--- src/rtl/stream_traffic_gen.sv ---
// Programmable AXI-Stream frame source driven by a single 64-bit cfg message.
// Define STREAM_TRAFFIC_GEN_LFSR_EN to replace the incrementing payload with a 32-bit Galois LFSR.
//
// state | meaning
// IDLE  | waiting for cfg; cfg_TREADY high except in the done cycle
// SEND  | presenting beats; advances only on tvalid && tready
// GAP   | inter-frame idle, tvalid low, tready ignored
module stream_traffic_gen #(
    parameter int DATA_WIDTH = 512
) (
    input  logic                    ap_clk,
    input  logic                    ap_rst_n,
    input  logic [63:0]             cfg_TDATA,
    input  logic                    cfg_TVALID,
    output logic                    cfg_TREADY,
    output logic [DATA_WIDTH-1:0]   m_axis_tdata,
    output logic                    m_axis_tvalid,
    input  logic                    m_axis_tready,
    output logic [DATA_WIDTH/8-1:0] m_axis_tkeep,
    output logic                    m_axis_tlast,
    output logic                    busy,
    output logic                    done
);

    localparam int KW    = DATA_WIDTH / 8;
    localparam int LANES = DATA_WIDTH / 32;

`ifdef STREAM_TRAFFIC_GEN_LFSR_EN
    localparam logic [31:0] PAYLOAD_SEED = 32'hACE1_ACE1;
`else
    localparam logic [31:0] PAYLOAD_SEED = 32'h0000_0000;
`endif

    typedef enum logic [1:0] {IDLE, SEND, GAP} state_t;

    function automatic logic [DATA_WIDTH-1:0] lanes_of(input logic [31:0] p);
        logic [DATA_WIDTH-1:0] d;
        d = '0;
        for (int i = 0; i < LANES; i++) begin
`ifdef STREAM_TRAFFIC_GEN_LFSR_EN
            d[i*32 +: 32] = p ^ 32'(i);
`else
            d[i*32 +: 32] = p;
`endif
        end
        return d;
    endfunction

    function automatic logic [31:0] payload_next(input logic [31:0] p);
`ifdef STREAM_TRAFFIC_GEN_LFSR_EN
        return p[0] ? ((p >> 1) ^ 32'h8020_0003) : (p >> 1);
`else
        return p + 32'd1;
`endif
    endfunction

    // 0 or a count covering the whole bus both mean a full last beat
    function automatic logic [KW-1:0] keep_mask(input logic [7:0] n);
        logic [KW-1:0] m;
        m = '0;
        if (n == 8'd0 || int'(n) >= KW) begin
            m = '1;
        end else begin
            for (int i = 0; i < KW; i++) begin
                m[i] = (i < int'(n));
            end
        end
        return m;
    endfunction

    state_t          state;
    logic            cfg_ready;
    logic [15:0]     beats_m1;
    logic [15:0]     gap_len;
    logic [15:0]     frames;
    logic [KW-1:0]   last_mask;
    logic [15:0]     beat_idx;
    logic [15:0]     frame_idx;
    logic [15:0]     gap_cnt;
    logic [31:0]     payload;

    logic [15:0]     c_beats_m1;
    logic [KW-1:0]   c_mask;
    logic [31:0]     pay_next;
    logic [15:0]     beat_next;
    logic            cfg_unused;

    assign c_beats_m1 = (cfg_TDATA[15:0] == 16'd0) ? 16'd0 : cfg_TDATA[15:0] - 16'd1;
    assign c_mask     = keep_mask(cfg_TDATA[55:48]);
    assign pay_next   = payload_next(payload);
    assign beat_next  = beat_idx + 16'd1;
    assign cfg_unused = ^cfg_TDATA[63:56];

    assign cfg_TREADY = cfg_ready;

    always_ff @(posedge ap_clk or negedge ap_rst_n) begin
        if (!ap_rst_n) begin
            state         <= IDLE;
            cfg_ready     <= 1'b1;
            m_axis_tvalid <= 1'b0;
            m_axis_tdata  <= '0;
            m_axis_tkeep  <= '0;
            m_axis_tlast  <= 1'b0;
            busy          <= 1'b0;
            done          <= 1'b0;
            beats_m1      <= '0;
            gap_len       <= '0;
            frames        <= '0;
            last_mask     <= '0;
            beat_idx      <= '0;
            frame_idx     <= '0;
            gap_cnt       <= '0;
            payload       <= '0;
        end else begin
            done <= 1'b0;
            case (state)
                IDLE: begin
                    cfg_ready <= 1'b1;
                    if (cfg_TVALID && cfg_ready) begin
                        beats_m1  <= c_beats_m1;
                        gap_len   <= cfg_TDATA[31:16];
                        frames    <= cfg_TDATA[47:32];
                        last_mask <= c_mask;
                        beat_idx  <= '0;
                        frame_idx <= '0;
                        payload   <= PAYLOAD_SEED;
                        if (cfg_TDATA[47:32] == 16'd0) begin
                            done <= 1'b1;
                        end else begin
                            state         <= SEND;
                            busy          <= 1'b1;
                            cfg_ready     <= 1'b0;
                            m_axis_tvalid <= 1'b1;
                            m_axis_tdata  <= lanes_of(PAYLOAD_SEED);
                            m_axis_tlast  <= (c_beats_m1 == 16'd0);
                            m_axis_tkeep  <= (c_beats_m1 == 16'd0) ? c_mask : '1;
                        end
                    end
                end

                SEND: begin
                    if (m_axis_tready) begin
                        payload <= pay_next;
                        if (m_axis_tlast) begin
                            frame_idx <= frame_idx + 16'd1;
                            beat_idx  <= '0;
                            if (frame_idx + 16'd1 == frames) begin
                                // cfg_ready stays low for the done cycle and rises in IDLE next cycle
                                state         <= IDLE;
                                busy          <= 1'b0;
                                done          <= 1'b1;
                                m_axis_tvalid <= 1'b0;
                                m_axis_tdata  <= '0;
                                m_axis_tkeep  <= '0;
                                m_axis_tlast  <= 1'b0;
                            end else if (gap_len == 16'd0) begin
                                m_axis_tdata <= lanes_of(pay_next);
                                m_axis_tlast <= (beats_m1 == 16'd0);
                                m_axis_tkeep <= (beats_m1 == 16'd0) ? last_mask : '1;
                            end else begin
                                state         <= GAP;
                                m_axis_tvalid <= 1'b0;
                                gap_cnt       <= gap_len;
                            end
                        end else begin
                            beat_idx     <= beat_next;
                            m_axis_tdata <= lanes_of(pay_next);
                            m_axis_tlast <= (beat_next == beats_m1);
                            m_axis_tkeep <= (beat_next == beats_m1) ? last_mask : '1;
                        end
                    end
                end

                GAP: begin
                    if (gap_cnt == 16'd1) begin
                        state         <= SEND;
                        m_axis_tvalid <= 1'b1;
                        m_axis_tdata  <= lanes_of(payload);
                        m_axis_tlast  <= (beats_m1 == 16'd0);
                        m_axis_tkeep  <= (beats_m1 == 16'd0) ? last_mask : '1;
                    end else begin
                        gap_cnt <= gap_cnt - 16'd1;
                    end
                end

                default: state <= IDLE;
            endcase
        end
    end

endmodule
--- config.mk ---
export PLATFORM = sky130hd
export DESIGN_NAME = stream_traffic_gen
export DESIGN_NICKNAME = d
export VERILOG_FILES = /design/src/rtl/stream_traffic_gen.sv
export SDC_FILE = /design/constraint.sdc
export NUM_CORES = 1
export LEC_CHECK = 0
export BUFFER_PORTS_ARGS = -buffer_cell sky130_fd_sc_hd__buf_4
export CORE_AREA = 5 5 247 249
export DETAILED_ROUTE_END_ITERATION = 16
export DIE_AREA = 0 0 252 254
export PLACE_DENSITY_LB_ADDON = 0.2
export SLEW_MARGIN = 10
export SYNTH_ARGS = -nofsm -noshare
export SYNTH_HDL_FRONTEND = slang
export SYNTH_SLANG_ARGS = --single-unit
export TNS_END_PERCENT = 20
--- constraint.sdc ---
create_clock -name ap_clk -period 5.4 [get_ports ap_clk]
set_input_delay 0.54 -clock ap_clk [delete_from_list [all_inputs] [get_ports ap_clk]]
set_output_delay 0.54 -clock ap_clk [all_outputs]
set_load 0.05 [all_outputs]
* After elaboration in Yosys (flattened, before gate mapping) *
Index checks and enable logic that the tools add are counted.

operators by class
  reduce and logical (&&, ||, !) cells = 21
  eq/ne operators = 16
  muxes and demuxes = 72
  $lt $le $gt $ge = 65
  add/sub/neg operators = 5

operators by type and width
  kind                   count
  $mux 512               7
  $pmux 512 s3           1
  $mux 64                11
  $lt 6x8->1 const A     32
  $pmux 64 s3            1
  $mux 16                11
  $lt 5x8->1 const A     16
  $pmux 16 s2            3
  $logic_not 16->1       5
  $lt 4x8->1 const A     8
  $mux 32                2
  $pmux 32 s2            1
  $add 16x1->16 const B  2
  $add 32x1->32 const B  1
  $eq 16x16->1           2
  $lt 3x8->1 const A     4
  $sub 16x1->16 const B  2
  $reduce_and 6->1       4
  $mux 1                 23
  $ne 2x2->1 const B     9
  $eq 16x1->1 const B    1
  $lt 1x8->1 const A     2
  $lt 2x8->1 const A     2
  $mux 2                 7
  other kinds (19)       22

storage, ports and cells
  bits of input ports = 68
  output and inout bits = 581
  register bits after elaboration = 775
  word-level logic and storage cells = 195

* Longest topological paths before layout *
  word-level depth = 7
  gate-level depth with buffers = 12
  depth with buffers taken out = 10

* Least setup slack after synthesis *
No wires, ideal clock.

  path kind = input -> register
  start point = input port cfg_TDATA[1]
  end point = register m_axis_tkeep[8]
  data required time = 5277 ps
  setup slack = 2266 ps
  setup time = 123 ps
  stages = 10
  arrival time = 3011 ps
  buffers on the path = 2
  cell sequence = or4_1 buf_2 or4_4 nor4_4 xor2_2 o31ai_2 nand3_1 buf_2 o221ai_1 o21ai_1

on the way
  longest elaborated chain between the ends = 7
  elaborated cells on any way between the ends = 8
  those cells by class = 1 x add/sub; 5 x mux; 2 x reduce/logical

ends and longest elaborated chain
  what                                               RTL line  text
  start, declared                                    13        input logic [63:0] cfg_TDATA,
  $sub 16x1->16 or $logic_not 16->1 (tied branches)  88        assign c_beats_m1 = (cfg_TDATA[15:0] == 16'd0) ? 16'd0 : cfg_TDATA[15:0] - 16'd1;
  $mux 16 *                                          88
  $logic_not 16->1 *                                 136       m_axis_tkeep <= (c_beats_m1 == 16'd0) ? c_mask : '1;
  $mux 64 *                                          136
  $mux 64 *                                          127       if (cfg_TDATA[47:32] == 16'd0) begin
  $mux 64 *                                          119       if (cfg_TVALID && cfg_ready) begin
  $pmux 64 s3 *                                      116       case (state)
  end signal, assigned                               136
  end signal, assigned                               159       m_axis_tkeep <= (beats_m1 == 16'd0) ? last_mask : '1;
  end signal, assigned                               169       m_axis_tkeep <= (beat_next == beats_m1) ? last_mask : '1;
  end, declared                                      19        output logic [DATA_WIDTH/8-1:0] m_axis_tkeep,

Every way passes the cells marked *; elsewhere a longest branch is shown, timed or not. The select of a mux whose other input is x is not followed.
A chain may end at the register's enable or synchronous reset.

* Worst setup path in the final report *
  start point = register frame_idx[0]
  end point = register m_axis_tdata[479]

on the way
  longest elaborated chain between the ends = 6
  elaborated cells on any way between the ends = 8
  those cells by class = 1 x add/sub; 2 x eq/ne; 4 x mux; 1 x reduce/logical

ends and longest elaborated chain
  what                    RTL line  text
  start, declared         78        logic [15:0] frame_idx;
  start signal, assigned  145       frame_idx <= frame_idx + 16'd1;
  $add 16x1->16 *         147       if (frame_idx + 16'd1 == frames) begin
  $eq 16x16->1 *          147
  $mux 512                147
  $mux 512                144       if (m_axis_tlast) begin
  $mux 512                142       if (m_axis_tready) begin
  $pmux 512 s3            116
  end signal, assigned    134       m_axis_tdata <= lanes_of(PAYLOAD_SEED);
  end signal, assigned    157       m_axis_tdata <= lanes_of(pay_next);
  end signal, assigned    167       m_axis_tdata <= lanes_of(pay_next);
  end, declared           16        output logic [DATA_WIDTH-1:0] m_axis_tdata,

Marks and branches as above.

==> impl_metrics.toml <==
[worst_setup_path]
path_max_fanout = 28
path_class = "register to register"
required_ns = 5.82
cp_slowest_cell = "nand2_1"
rrSetupSlack_ns = 1.30
critPathMaxStageDelay_ns = 0.62
path_cells = "ha_1, nand3_1, or3_4, nor4b_2, a211oi_2, nor4_4, o21a_1, buf_4, nand2_1, o21ai_0"
reg2reg_depth = 10
cp-end-kind = "register"
r2r-end = "m_axis_tdata[479]"
cp.arrival_ns = 4.52
startpoint_type = "register"
r2r_start = "frame_idx[0]"
critPathLaunch = "frame_idx[0]"

[synthesis]
yosys-top-cells-count = "buf_4, nand2_1, o21ai_0"
ys_types = 82
syn_area_um2 = 20480
synthCells = 2534
async_reset_ff_share_pct = 100.0
synth_top_area_share_pct = 35.91
syn_nets = 2612
synth_edf_count = 0
synth_area_leaders = "dfrtp_1, buf_4, o21ai_0"
synth_warnings = 0
seq_area_frac_synth_pct = 36.04
syn_avg_cell_area_um2 = 8.084
ys_ff_latch = 295
yosysMostFrequentCell = "buf_4"
synth_top_cell_by_area = "dfrtp_1"
synthFlopType = "dfrtp_1"

[grt]
grt_first_pass_wirelength_mm = 105.4
overflow = 0
antenna_found_initial = 0
grt_use_total_pct = 20.37
grt_pass1_vias = 17245
grt_max_degree = 118

[placed_design]
dp_cells = 3329
gp_congestion = 0.8578
hpwl_mm = 48.49
port_buffers = 640
preCtsSetupSlack_ns = 1.236

[floorplan]
core-area_um2 = 58460
fp.dieH_um = 254
rows = 89
top_level_ports = 649
initial_core_util_pct = 35.04
dieArea_um2 = 64010
die_x_um = 252

[power]
pwr-share-clk_pct = 21.1
leakagePower_nw = 11.15
pwr_density_cell_nw_per_um2 = 545.4
internal_power_w = 0.006647
p_sw_w = 0.006201
ir_drop_v = 0.0004727
combPwrFrac_pct = 49.3
power_frac_seq_pct = 29.6
swShare_pct = 48.26

[drt]
firstDrtPassIters = 5
drt-wirelength-per-cell_um = 20.69
drt_iter0_markers = 1149
via_count = 17931
via_per_inst = 5.286
drcViolationCount = 0
ant_nets = 0
wl_mm = 70.17

[final_layout]
drive_gt1_share_pct = 29.40
nets = 2672
utilization_pct = 40.29
diodes = 0
stdcell_count = 3392
syn2layout_area_growth_pct = 14.99

[cts]
clkSlewWorstSetupHoldPaths_ns = 0.06
post_cts_resized = 0
cts_htree_levels = 2
cts_buffers = 36
clock_latency_ns = 0.53
cts_setup_buffers = 0
hold_buffers = 0
cts_root_buffer = "clkbuf_16"
cts_tree = "done"
clockBufferDepth = 3
cts_sinks = 295

[sta]
hold_violations = 0
rsz0062_at_grt = "no"
clock.fmax_ghz = 0.2441
fin_skew_ns = 0.01966
slew_headroom_pct = 25.86
period_needed_ns = 4.097
setup_viol = 0
setup_tns_ns = 0
slew_violations = 0
setup_ws_ns = 1.303
post-route-period-util_pct = 75.87
worst_pin_slew_ns = 1.112

[flow_run]
maxCapViolations = 0

[run_status]
status = "finished, final reports clean"

[worst_hold_path]
hold_path_class = "primary input to asynchronous set/reset pin"
[per-layer routing]
metal	GRT usage [%]	wire, µm	part of all wire (%)
met1	27.18	29580	42
met4	5.568	1793	2.6
met3	3.828	5104	7.3
met2	34.09	33690	48
met5	0	0	0
[cell usage in the layout, fill, tap and decap left out, types with 11 or more instances in the layout]
master,count
and3_1,75
nand4_1,19
buf_4,668
nand3_1,88
or3_1,26
clkbuf_16,37
nor3_1,68
a31oi_1,16
a22o_1,30
o21ai_1,57
o21ai_0,303
nand2b_1,11
a21oi_1,89
a21o_1,53
inv_1,16
xnor2_1,34
xor2_1,20
nor4_1,20
mux2i_1,20
nor2_1,85
nand2_1,386
o31ai_1,19
dfrtp_1,294
[power groups by stage]
stage	Combinational [W]	Clock, W	Sequential (W)
floorplan	0.00386	0	0.00445
detailed placement	0.00635	0	0.00382
global route	0.00690	0.00284	0.00392
global placement	0.00628	0	0.00381
CTS	0.00638	0.00276	0.00380
finish	0.00633	0.00271	0.00381
[per-stage QoR]
stage | hold slack, ns | instance area [µm²] | power [W]
2_1_floorplan | 0.2444 | 20480 | 0.008308
3_3_place_gp | 0.4590 | 22260 | 0.01008
3_5_place_dp | 0.4662 | 22260 | 0.01018
4_1_cts | 0.1244 | 23560 | 0.01295
5_1_grt | 0.1566 | 23560 | 0.01365
6_report | 0.05176 | 23560 | 0.01285
[cell families after synthesis]
group | count (synthesis) | synth area share [%]
AND/OR/NAND/NOR | 848 | 20.07
buffers and inverters | 665 | 21.39
AO/OA/AOI/OAI | 640 | 18.46
flip-flops | 295 | 36.04
XOR/XNOR | 55 | 2.388
multiplexers | 21 | 1.032
adder cells (fa/ha/maj) | 10 | 0.6108
[worst max-delay path, delay by kind of cell (launching register included)]
kind            cells  cell delay, ns
compound gates      3            0.72
fa+ha+maj           1            0.35
buf+inv             1            0.28
flops               1            0.47
simple gates        5            2.15
[sequential cells by signal, summed over array words and instances, names as in the netlist, 2 cells and up]
register,count
gap_cnt,16
m_axis_tkeep,64
beats_m1,16
gap_len,16
payload,32
last_mask,64
frames,16
frame_idx,16
m_axis_tdata,32
beat_idx,16
state,2
[worst max path at each step]
stage,cells after the start,end,slack [ns]
2_1_floorplan,10,m_axis_tkeep[8],2.27
3_3_place_gp,10,m_axis_tdata[480],1.30
3_5_place_dp,10,m_axis_tdata[494],1.24
4_1_cts,10,m_axis_tdata[494],1.21
5_1_grt,10,m_axis_tdata[482],0.86
6_report,10,m_axis_tdata[479],1.30
[final cells by class]
cell class | count | area [µm²]
repair buffers | 670 | 5050
flip-flops and latches | 295 | 7383
clock inverters | 16 | 267.8
well taps | 773 | 967.2
fillers | 5867 | 34910
inverters | 17 | 63.81
clock buffers | 47 | 1033
multi-input cells | 1574 | 8791
No activity file was read; power rests on OpenSTA's default activity.
